`src/rtl/inst_queue_pkg.sv`:
```
// Shared IF->ID types for the fetch/decode boundary.
// The entry struct is reused by other pipeline blocks that carry fetched words.
package inst_queue_pkg;

  typedef struct packed {
    logic [31:0] pc;
    logic [31:0] ins;
    logic        adel;
  } fetch_entry_t;

  localparam logic [31:0] NOP_INS = 32'h0;

  // Entry presented to decode when the queue is empty: decodes as a NOP.
  localparam fetch_entry_t NOP_ENTRY = '{pc: 32'h0, ins: NOP_INS, adel: 1'b0};

endpackage

```
`src/rtl/inst_queue.sv`:
```
// Fetch-to-decode instruction queue: small in-order FIFO of {pc, ins, adel}
// with valid/ready on both sides and a single-cycle flush.
module inst_queue
  import inst_queue_pkg::*;
#(
  parameter int DEPTH = 4
) (
  input  logic                     clk,
  input  logic                     resetn,
  input  logic                     flush,
  input  logic                     in_valid,
  output logic                     in_ready,
  input  logic [31:0]              in_pc,
  input  logic [31:0]              in_ins,
  input  logic                     in_adel,
  output logic                     out_valid,
  input  logic                     out_ready,
  output logic [31:0]              out_pc,
  output logic [31:0]              out_ins,
  output logic                     out_adel,
  output logic [$clog2(DEPTH):0]   count
);

  localparam int AW = $clog2(DEPTH);
  localparam int CW = AW + 1;
  localparam logic [CW-1:0] FULL_CNT = CW'(DEPTH);

  fetch_entry_t         mem [DEPTH];
  fetch_entry_t         head_entry;
  fetch_entry_t         out_entry;
  logic [AW-1:0]        head;
  logic [AW-1:0]        tail;
  logic [CW-1:0]        cnt;
  logic                 push;
  logic                 pop;

  // in_ready looks only at registered occupancy, never at out_ready.
  assign in_ready  = (cnt != FULL_CNT);
  assign out_valid = (cnt != '0);
  assign push      = in_valid & in_ready & ~flush;
  assign pop       = out_valid & out_ready & ~flush;
  assign count     = cnt;

  always_ff @(posedge clk or negedge resetn) begin
    if (!resetn) begin
      head <= '0;
      tail <= '0;
      cnt  <= '0;
    end else if (flush) begin
      head <= '0;
      tail <= '0;
      cnt  <= '0;
    end else begin
      if (push) tail <= tail + AW'(1);
      if (pop)  head <= head + AW'(1);
      case ({push, pop})
        2'b10:   cnt <= cnt + CW'(1);
        2'b01:   cnt <= cnt - CW'(1);
        default: cnt <= cnt;
      endcase
    end
  end

  // Storage is never cleared; occupancy alone decides what is live.
  always_ff @(posedge clk) begin
    if (push) mem[tail] <= '{pc: in_pc, ins: in_ins, adel: in_adel};
  end

  assign head_entry = mem[head];

  always_comb begin
    out_entry = NOP_ENTRY;
    if (out_valid) out_entry = head_entry;
  end

  assign out_pc   = out_entry.pc;
  assign out_ins  = out_entry.ins;
  assign out_adel = out_entry.adel;

endmodule
```
`config.mk`:
```
export PLATFORM = sky130hd
export DESIGN_NAME = inst_queue
export DESIGN_NICKNAME = d
export VERILOG_FILES = /design/src/rtl/inst_queue_pkg.sv /design/src/rtl/inst_queue.sv
export SDC_FILE = /design/constraint.sdc
export NUM_CORES = 1
export LEC_CHECK = 0
export ABC_CLOCK_PERIOD_IN_PS = 4500
export CAP_MARGIN = 20
export CORE_MARGIN = 1
export CORE_UTILIZATION = 35
export DETAILED_ROUTE_END_ITERATION = 7
export PLACE_DENSITY = 0.63
export SYNTH_ARGS = -nofsm -noshare
export SYNTH_HDL_FRONTEND = slang
export SYNTH_SLANG_ARGS = --single-unit
```
`constraint.sdc`:
```
create_clock -name clk -period 4.5 [get_ports clk]
set_input_delay 0.675 -clock clk [delete_from_list [all_inputs] [get_ports clk]]
set_output_delay 0.675 -clock clk [all_outputs]
set_load 0.03 [all_outputs]
```
# ---- After elaboration in Yosys (flattened, before gate mapping)
# Memory sizes are Yosys's and may differ from the RTL's.
# Index checks and enable logic that the tools add are counted.
dict set report totals {
  regBits 7
  latch_bits 0
  ramBits 260
  romBits 0
  input_bits 70
  out_inout_bits 70
  elab_cells 29
  memories 1
}
dict set report op_classes {
  n_addsub 4
  mul 0
  n_div 0
  magnitude_cmp 0
  eq_ne 3
  shifts 0
  n_mux 9
  bitwise 5
  n_reduce_logical 4
}
# memory depth word_bits read_ports rd_clocked_by_memory_dff wr line
set memory_table {}
lappend memory_table {mem 4 65 1 0 1 inst_queue.sv:28} ;# fetch_entry_t mem [DEPTH];
# op n
set op_table {}
lappend op_table {{two-way mux 65 bit} 1}
lappend op_table {{two-way mux 2 bit} 4}
lappend op_table {{case mux 3 bit (2 select lines)} 1}
lappend op_table {{nonzero test 3 bit} 2}
lappend op_table {{adder 2 x 1 -> 2 bit (second input constant)} 2}
lappend op_table {{AND 1 bit} 4}
lappend op_table {{nonzero test 2 bit} 2}
lappend op_table {{adder 3 x 1 -> 3 bit (second input constant)} 1}
lappend op_table {{two-way mux 3 bit} 1}
lappend op_table {{!= test 3 bit (second input constant)} 1}
lappend op_table {{subtractor 3 x 1 -> 3 bit (second input constant)} 1}
lappend op_table {{== test 2 x 1 -> 1 bit (second input constant)} 1}
lappend op_table {{== test 2 bit (second input constant)} 1}
lappend op_table {{two-way mux 1 bit} 2}
lappend op_table {{NOT 1 bit} 1}

# ---- Logic depth before layout (Yosys ltp)
# Gate-level depths: netlist of the first run.
dict set report logic_depth {
  depth_word 6
  ltp_mapped 7
  mapped_depth_nobuf 6
}

# ---- Least setup slack after synthesis of the first run
# OpenSTA, ideal clock, no wires.
dict set report synth_path {
  path_type {flip-flop to flip-flop}
  from {reg cnt[1] (netlist: count[1])}
  to {mem mem[0][0] (netlist name) (enable)}
  setup_time_ns 0.430
  arrival_ns 2.795
  t_required_ns 4.070
  slack_ns 1.275
  stages_incl_launch_ff 5
  path_buffers 1
  synth_period_minus_slack_ns 3.225
  path_cell_list {dfrtp_1 > buf_2 > nor3b_1 > inv_1 > and3_1}
}
dict set report synth_between {
  elab_chain_cells 5
}
# item line
set synth_lines {}
lappend synth_lines {{from (decl)} inst_queue.sv:33} ;# logic [CW-1:0] cnt;
lappend synth_lines {{from (signal assigned)} inst_queue.sv:57} ;# 2'b10: cnt <= cnt + CW'(1);
lappend synth_lines {{from (signal assigned)} inst_queue.sv:58} ;# 2'b01: cnt <= cnt - CW'(1);
lappend synth_lines {{from (signal assigned)} inst_queue.sv:59} ;# default: cnt <= cnt;
lappend synth_lines {{!= test 3 bit} inst_queue.sv:38} ;# assign in_ready = (cnt != FULL_CNT);
lappend synth_lines {{named net in_ready} inst_queue.sv:12} ;# output logic in_ready,
lappend synth_lines {{AND 1 bit (2 in series)} inst_queue.sv:40} ;# assign push = in_valid & in_ready & ~flush;
lappend synth_lines {{two-way mux 1 bit} inst_queue.sv:66} ;# if (push) mem[tail] <= '{pc: in_pc, ins: in_ins, adel: in_adel};
lappend synth_lines {{two-way mux 1 bit (not written as such)} inst_queue.sv:66}
lappend synth_lines {{to (decl)} inst_queue.sv:28}
# The timed path passes the listed nets, and every way through them passes these cells.

# ---- Worst setup path in the final report of the first run
dict set report layout_path {
  from {reg head[0]}
  to {out out_ins[2]}
}
dict set report layout_between {
  elab_chain_cells 2
}
# item line
set layout_lines {}
lappend layout_lines {{from (decl)} inst_queue.sv:31} ;# logic [AW-1:0] head;
lappend layout_lines {{from (signal assigned)} inst_queue.sv:55} ;# if (pop) head <= head + AW'(1);
lappend layout_lines {{memory (4 x 65 bit)} -}
lappend layout_lines {{two-way mux 65 bit} inst_queue.sv:73} ;# if (out_valid) out_entry = head_entry;
lappend layout_lines {{to (decl)} inst_queue.sv:19} ;# output logic [31:0] out_ins,
# No other way between the ends.

==> parameters.txt, run 1 <==
Parameter                              Value

Outcome
  Status    complete, no violations

Synth
  Count of synthesis-stage warnings from yosys    0
  Number of different library cells in the post-synthesis netlist    38
  Post-synthesis simple-gate area fraction    4.95%
  Number of enable-type register cells in the synthesized netlist    260
  Sequential-to-total area share from yosys stat    76.7%
  Cell taking the most area after synthesis    edfxtp_1
  Leading cell types by total area after synthesis    edfxtp_1, mux4_2, and2_1
  Flop and latch count out of synthesis    267
  Mapped Cells    477
  Mean cell area of the mapped netlist    21.8 µm²
  Dominant combinational cell family by area after synthesis    multiplexers
  Fraction of registers with async set/reset    2.62%
  Parity-gate share of the synthesized area counting xor and xnor cells    less than 1%
  Main synth FF type    edfxtp_1
  Post-synthesis instance area    10400 µm²
  List of most frequent post-synthesis cells    edfxtp_1, and2_1, mux4_2
  Fraction of post-synthesis cell area in the top cell type by area    roughly 75%
  Most instantiated library cell after synthesis    edfxtp_1
  Synth Area in Compound Gates    1.17%
  Synth Area in Adders    less than 1%
  Post-synthesis mux area share    14.2%
  Net Count, Synth    552

Drt
  Number of routed nets with antenna violations    0
  Average vias per placed instance    4.83
  Drt total wl    19600 µm
  Total DRC errors in the routed layout    0
  Drt initial violations    approximately 360
  Detailed-router iteration count before antenna repair    4
  Vias    ~5000
  Routed length per instance    roughly 19 µm

Placement
  Global placer's final weighted congestion    between 0.7 and 0.8
  Sum of net half-perimeters after detailed placement    10900 µm
  Placed instance count    974
  Port buffer count    139

Critical path
  Buffers plus inverters on the worst setup path    2
  Slowest cell delay on critical path    0.59 ns
  Worst endpoint data arrival time    2.91 ns
  CP max FO    60
  Critical Path RT    3.83 ns
  Kind of end point of the critical path    output pin
  Startpoint class of the critical path    flip-flop
  Delay-heaviest family, CP    buffers and inverters
  Worst path cell trace    buf_12 -> mux4_2 -> and2_1 -> clkdlybuf4s50_1
  Slowest cell on the critical path    mux4_2
  Crit Path Category    reg2out

CTS
  Clk sinks    267
  Hold buffer count at cts    0
  Post-CTS setup buffer count    0
  Post-cts sizing count    0
  Clock root buffer    clkbuf_16
  Max H-tree Level    1
  Clock tree from TritonCTS    yes
  Clock slew at reported path FFs    ~0.06 ns
  Clock buffer depth    3
  Clock buffer count from CTS    28
  Insertion delay to the later sink of the worst-skew pair    0.52 ns

GRT
  First-pass GRT wire length    between 30000 and 40000 µm
  Global route overflow    0
  Vias in the first global route    about 5500
  Antenna violations before repair    2
  Largest net degree at the start of global routing    67
  Overall routing resource usage    between 10% and 20%

Pwr
  Ratio of total power to cell area    520 nW/µm²
  Total power draw    0.00680 W
  Leakage power    between 4 and 5 nW
  VDD IR max    0.316 mV

Floorplanning
  Effective utilization at floorplan    between 30% and 40%
  Floorplan die height    between 150 and 200 µm
  Row Count    62
  Area enclosed by the die boundary    30400 µm²
  Die X    174 µm
  Std-Cell Core Area    approximately 29000 µm²
  Number of I/O pins    140

STA
  Min Tclk post-route    3.59 ns
  Final Hold Fails    0
  Fin crit share    roughly 80%
  Clock tree skew after final layout    0.0123 ns
  Setup_tns    0 ns
  Max-slew violations    0
  Transition time at the pin with the least slew margin    1.04 ns
  Worst slew margin relative to its limit    around 31%
  RSZ-0062 raised after global routing    false
  Maximum clock frequency    around 280 MHz
  Final setup fails    0

Run
  Max-cap violation count    0

Cells and area
  Fraction of layout instances using a drive strength above 1    18.1%
  Final cell count without fillers    1026
  Area added between synthesis and finish    25.6%
  Utilization after layout    45.1%
  Count of antenna diodes in the layout    0
  Number of fill cells in the layout    2489
  Net total in the final layout    697

Hold path
  Hold WC Path Type    in2async
-- layer usage --
metal	vias to the layer above	track usage [%]	share of wire, %
li1	2229	-	-
met5	-	0	0.15
met4	4	3.07	1.4
met2	135	22.4	51
met3	27	3.24	5.7
met1	2558	16.8	42
-- placed cells by master, fill, tap and decap left out, drive strengths merged, types with 2 or more instances in the layout --
| cell | synthesis | routed |
|---|---|---|
| a21oi | 4 | 4 |
| and2 | 65 | 65 |
| and3 | 4 | 4 |
| buf | 18 | 4 |
| clkbuf | 10 | 41 |
| clkdlybuf4s50 | 0 | 139 |
| clkinv | 0 | 7 |
| dfrtp | 7 | 7 |
| edfxtp | 260 | 260 |
| ha | 4 | 4 |
| inv | 5 | 5 |
| mux4 | 65 | 65 |
| nand2 | 3 | 3 |
| nand2b | 2 | 2 |
| nand3 | 3 | 3 |
| nor2 | 5 | 5 |
| o21ai | 2 | 2 |
| xor2 | 2 | 2 |
-- path summary, 6_finish.rpt --
check / endpoint / from / slack, ns / cells after the start
worst max-delay path: out_ins[2] / head[0] / 0.91 / 4
worst min-delay path: count[0] / resetn / 0.43 / 1
worst max register to register: count[1] / count[1] / 1.98 / 6
worst min register to register: tail[1] / tail[1] / 0.61 / 2
max in group asynchronous: head[0] / resetn / 3.77 / 1
min in group clk: tail[1] / tail[1] / 0.61 / 2
-- where the power goes --
group,internal (W),leakage [nW],switching (W)
Combinational,0.000812,1.22,0.000926
Sequential,0.00283,2.45,0.0000708
Clock,0.00128,0.424,0.000877
-- state kept, by name, indices dropped and copies added, names as in the netlist --
register	flops
count	3
head	2
tail	2
mem	260
-- through the flow --
stage          area (µm²)  hold slack [ns]  setup slack (ns)
2_1_floorplan       10400            0.379              1.28
3_3_place_gp        12200            0.569              1.33
3_5_place_dp        12200            0.605              1.24
4_1_cts             13000            0.422             0.752
5_1_grt             13100            0.434             0.753
6_report            13100            0.430             0.913
-- logic make-up after synthesis --
family,count (synthesis)
multiplexers,66
buffers and inverters,33
AND/OR/NAND/NOR,86
adder cells (fa/ha/maj),5
flip-flops,267
XOR/XNOR,3
AO/OA/AOI/OAI,17
-- cell type report --
class	instances	area, µm²	share of cell area [%]
clock buffers	41	801	6.13
clock inverters	9	72.6	0.555
inverters	5	18.8	0.144
multi-input cells	177	2230	17.1
flip-flops and latches	267	7990	61.1
well taps	384	480	3.68
repair buffers	143	1480	11.3
(Power assumes the default switching activity.)
==> run 2, diff against run 1 <==
ABC_CLOCK_PERIOD_IN_PS = 3040   (was 4500)
PLACE_DENSITY = 0.65   (was 0.63)
clock period = 3.04 ns   (was 4.5 ns; I/O delays follow)
==> run 2 against run 1 <==
Count of clock-buffer cells in the layout is 8 lower. Register-to-register slack worse by 1.3 ns. Routed wire length is 3.1% higher. Highest routed layer unchanged. Total power is 48% higher. Design area is 1.0% higher. Die area stayed put. Sequential power is 47% higher. Flip-flop and latch count stayed put.
==> parameters.txt, run 2 (synthesis results as in run 1) <==
Parameter                              Value

Drt
  Average vias per placed instance    roughly 4.9
  Drt initial violations    347
  Wire length on met2    10300 µm
  Number of routed nets with antenna violations    0
  Routed length per instance    19.5 µm
  Met3 routed WL    1010 µm
  Total DRC errors in the routed layout    0
  Routed met1 length    about 8600 µm
  Drt total wl    20200 µm
  Top routing layer in use    met5
  Vias    a little over 5000
  Detailed-router iteration count before antenna repair    4

Cells and area
  Count of antenna diodes in the layout    0
  Area of the multi-input gates    2230 µm²
  Area added between synthesis and finish    26.9%
  Area of all sequential standard cells    approximately 8000 µm²
  Largest register by flop count    mem
  Fraction of layout instances using a drive strength above 1    about a fifth
  Most used cells in the layout excluding fill and tap cells    edfxtp_1, clkdlybuf4s50_1, mux4_2, and2_1, dlygate4sd2_1
  Number of fill cells in the layout    between 2000 and 2500
  Net total in the final layout    712
  Most frequent standard cell in the layout excluding fill and tap cells    edfxtp_1
  Number of flip-flops under the largest register name    260

CTS
  Clock slew at reported path FFs    ~0.06 ns
  Hold buffer count at cts    0
  Clock tree from TritonCTS    yes
  Insertion delay to the later sink of the worst-skew pair    0.52 ns
  Clock root buffer    clkbuf_16
  Max H-tree Level    1
  Clk sinks    267
  Clock buffer depth    3
  Clock buffer count from CTS    27

STA
  RSZ-0062 raised after global routing    false
  Worst slew margin relative to its limit    66.8%
  Transition time at the pin with the least slew margin    0.496 ns
  Max-slew violations    0
  Final setup fails    0
  Worst Hold Margin    0.204 ns
  Maximum clock frequency    348 MHz
  Setup_tns    0 ns
  Final Hold Fails    0
  Fin crit share    94.5%
  Clock tree skew after final layout    0.00952 ns
  Min Tclk post-route    2.87 ns

Pwr
  Leakage power    4.54 nW
  Ratio of total power to cell area    roughly 760 nW/µm²
  Share of total power in combinational logic    25.1%
  Total power draw    0.0100 W
  Part of the total power dissipated in the clock network    32.5%
  Switching Share    27.9%
  VDD IR max    0.410 mV
  Sequential group share of total power    about 43%
  Sw power    0.00280 W
  Power Internal    0.00723 W

GRT
  Antenna violations before repair    1
  First-pass GRT wire length    31900 µm
  Vias in the first global route    5663
  Largest net degree at the start of global routing    46
  Overall routing resource usage    13.8%
  Global route overflow    0

Floorplanning
  Die X    ~170 µm
  Effective utilization at floorplan    35.9%
  Number of I/O pins    140
  Floorplan die height    174 µm
  Std-Cell Core Area    29000 µm²
  Area enclosed by the die boundary    ~30000 µm²
  Row Count    slightly above 60

Run
  Max-cap violation count    0

Critical path
  Critical R2R Launch    count[1]
  Startpoint class of the critical path    flip-flop
  CP max FO    6
  Kind of end point of the critical path    output pin
  Critical Path RT    about 2.6 ns
  Crit Path Category    reg2out
  Critical Path Start    head[0]
  Worst endpoint data arrival time    approximately 2.4 ns

Hold path
  Hold WC Path Type    in2async

Placement
  Port buffer count    139
  Global placer's final weighted congestion    between 0.6 and 0.7
  Sum of net half-perimeters after detailed placement    12400 µm

Outcome
  Status    complete, no violations
==> run 2: changes by cell type in the layout (fill, tap and decap cells not counted), moves of 3 or more <==
| cell | previous run | this run |
|---|---|---|
| dlymetal6s2s_1 | 0 | 11 |
| clkbuf_8 | 3 | 0 |
| buf_12 | 3 | 9 |
| buf_4 | 0 | 14 |
| clkbuf_1 | 9 | 6 |
| clkdlybuf4s50_1 | 139 | 74 |
| dlygate4sd2_1 | 0 | 50 |
| bufinv_16 | 1 | 4 |
==> run 2: cell type report <==
type	instances	area share, %
sequential	267	60.5
multi-input combinational	177	16.9
timing repair buffer	159	12.2
clock buffer	33	5.29
tap	384	3.64
clock inverter	14	1.33
inverter	5	0.142
==> run 2: metrics by stage <==
stage	area, µm²	instances	setup slack (ns)	utilization, %
after CTS	13200	1039	0.00122	45.4
after global routing	13200	1039	0.0287	45.5
after global placement	12300	990	0.397	42.6
final	13200	1039	0.167	45.5
after floorplan	10400	477	0.537	-
after detailed placement	12300	990	0.304	42.6
==> run 2: worst paths after layout <==
check	to	slack, ns	cells after the start
max in group asynchronous	head[0]	2.54	1
worst min-delay path	head[1]	0.20	1
worst max-delay path	out_ins[6]	0.17	5
min in group clk	mem[3][36]	0.56	1
worst max register to register	count[1]	0.65	6
worst min register to register	tail[1]	0.63	2
==> run 2: power groups by stage <==
| stage | Combinational (W) | Clock, W | Sequential [W] |
|---|---|---|---|
| global placement | 0.00268 | 0 | 0.00434 |
| detailed placement | 0.00270 | 0 | 0.00436 |
| finish | 0.00251 | 0.00326 | 0.00426 |
| CTS | 0.00258 | 0.00335 | 0.00426 |
| floorplan | 0.00172 | 0 | 0.00431 |
| global route | 0.00270 | 0.00348 | 0.00428 |
==> run 2: per-layer routing <==
metal	vias to the layer above	GRT usage (%)
li1	2258	-
met5	-	0
met1	2608	18.0
met4	2	3.62
met2	147	23.6
met3	32	2.43
==> run 2: repair_timing <==
action / CTS / global route
resized for setup: 53 / 11
endpoints found under the setup margin: 61 / 11
setup buffers: 2 / 0
==> run 2: worst max-delay path, stage by stage, from the launching register on <==
cell and delay (ns):
dfrtp_4 0.46, buf_4 0.18, buf_4 0.20, mux4_2 0.52, and2_1 0.18, dlygate4sd2_1 0.36
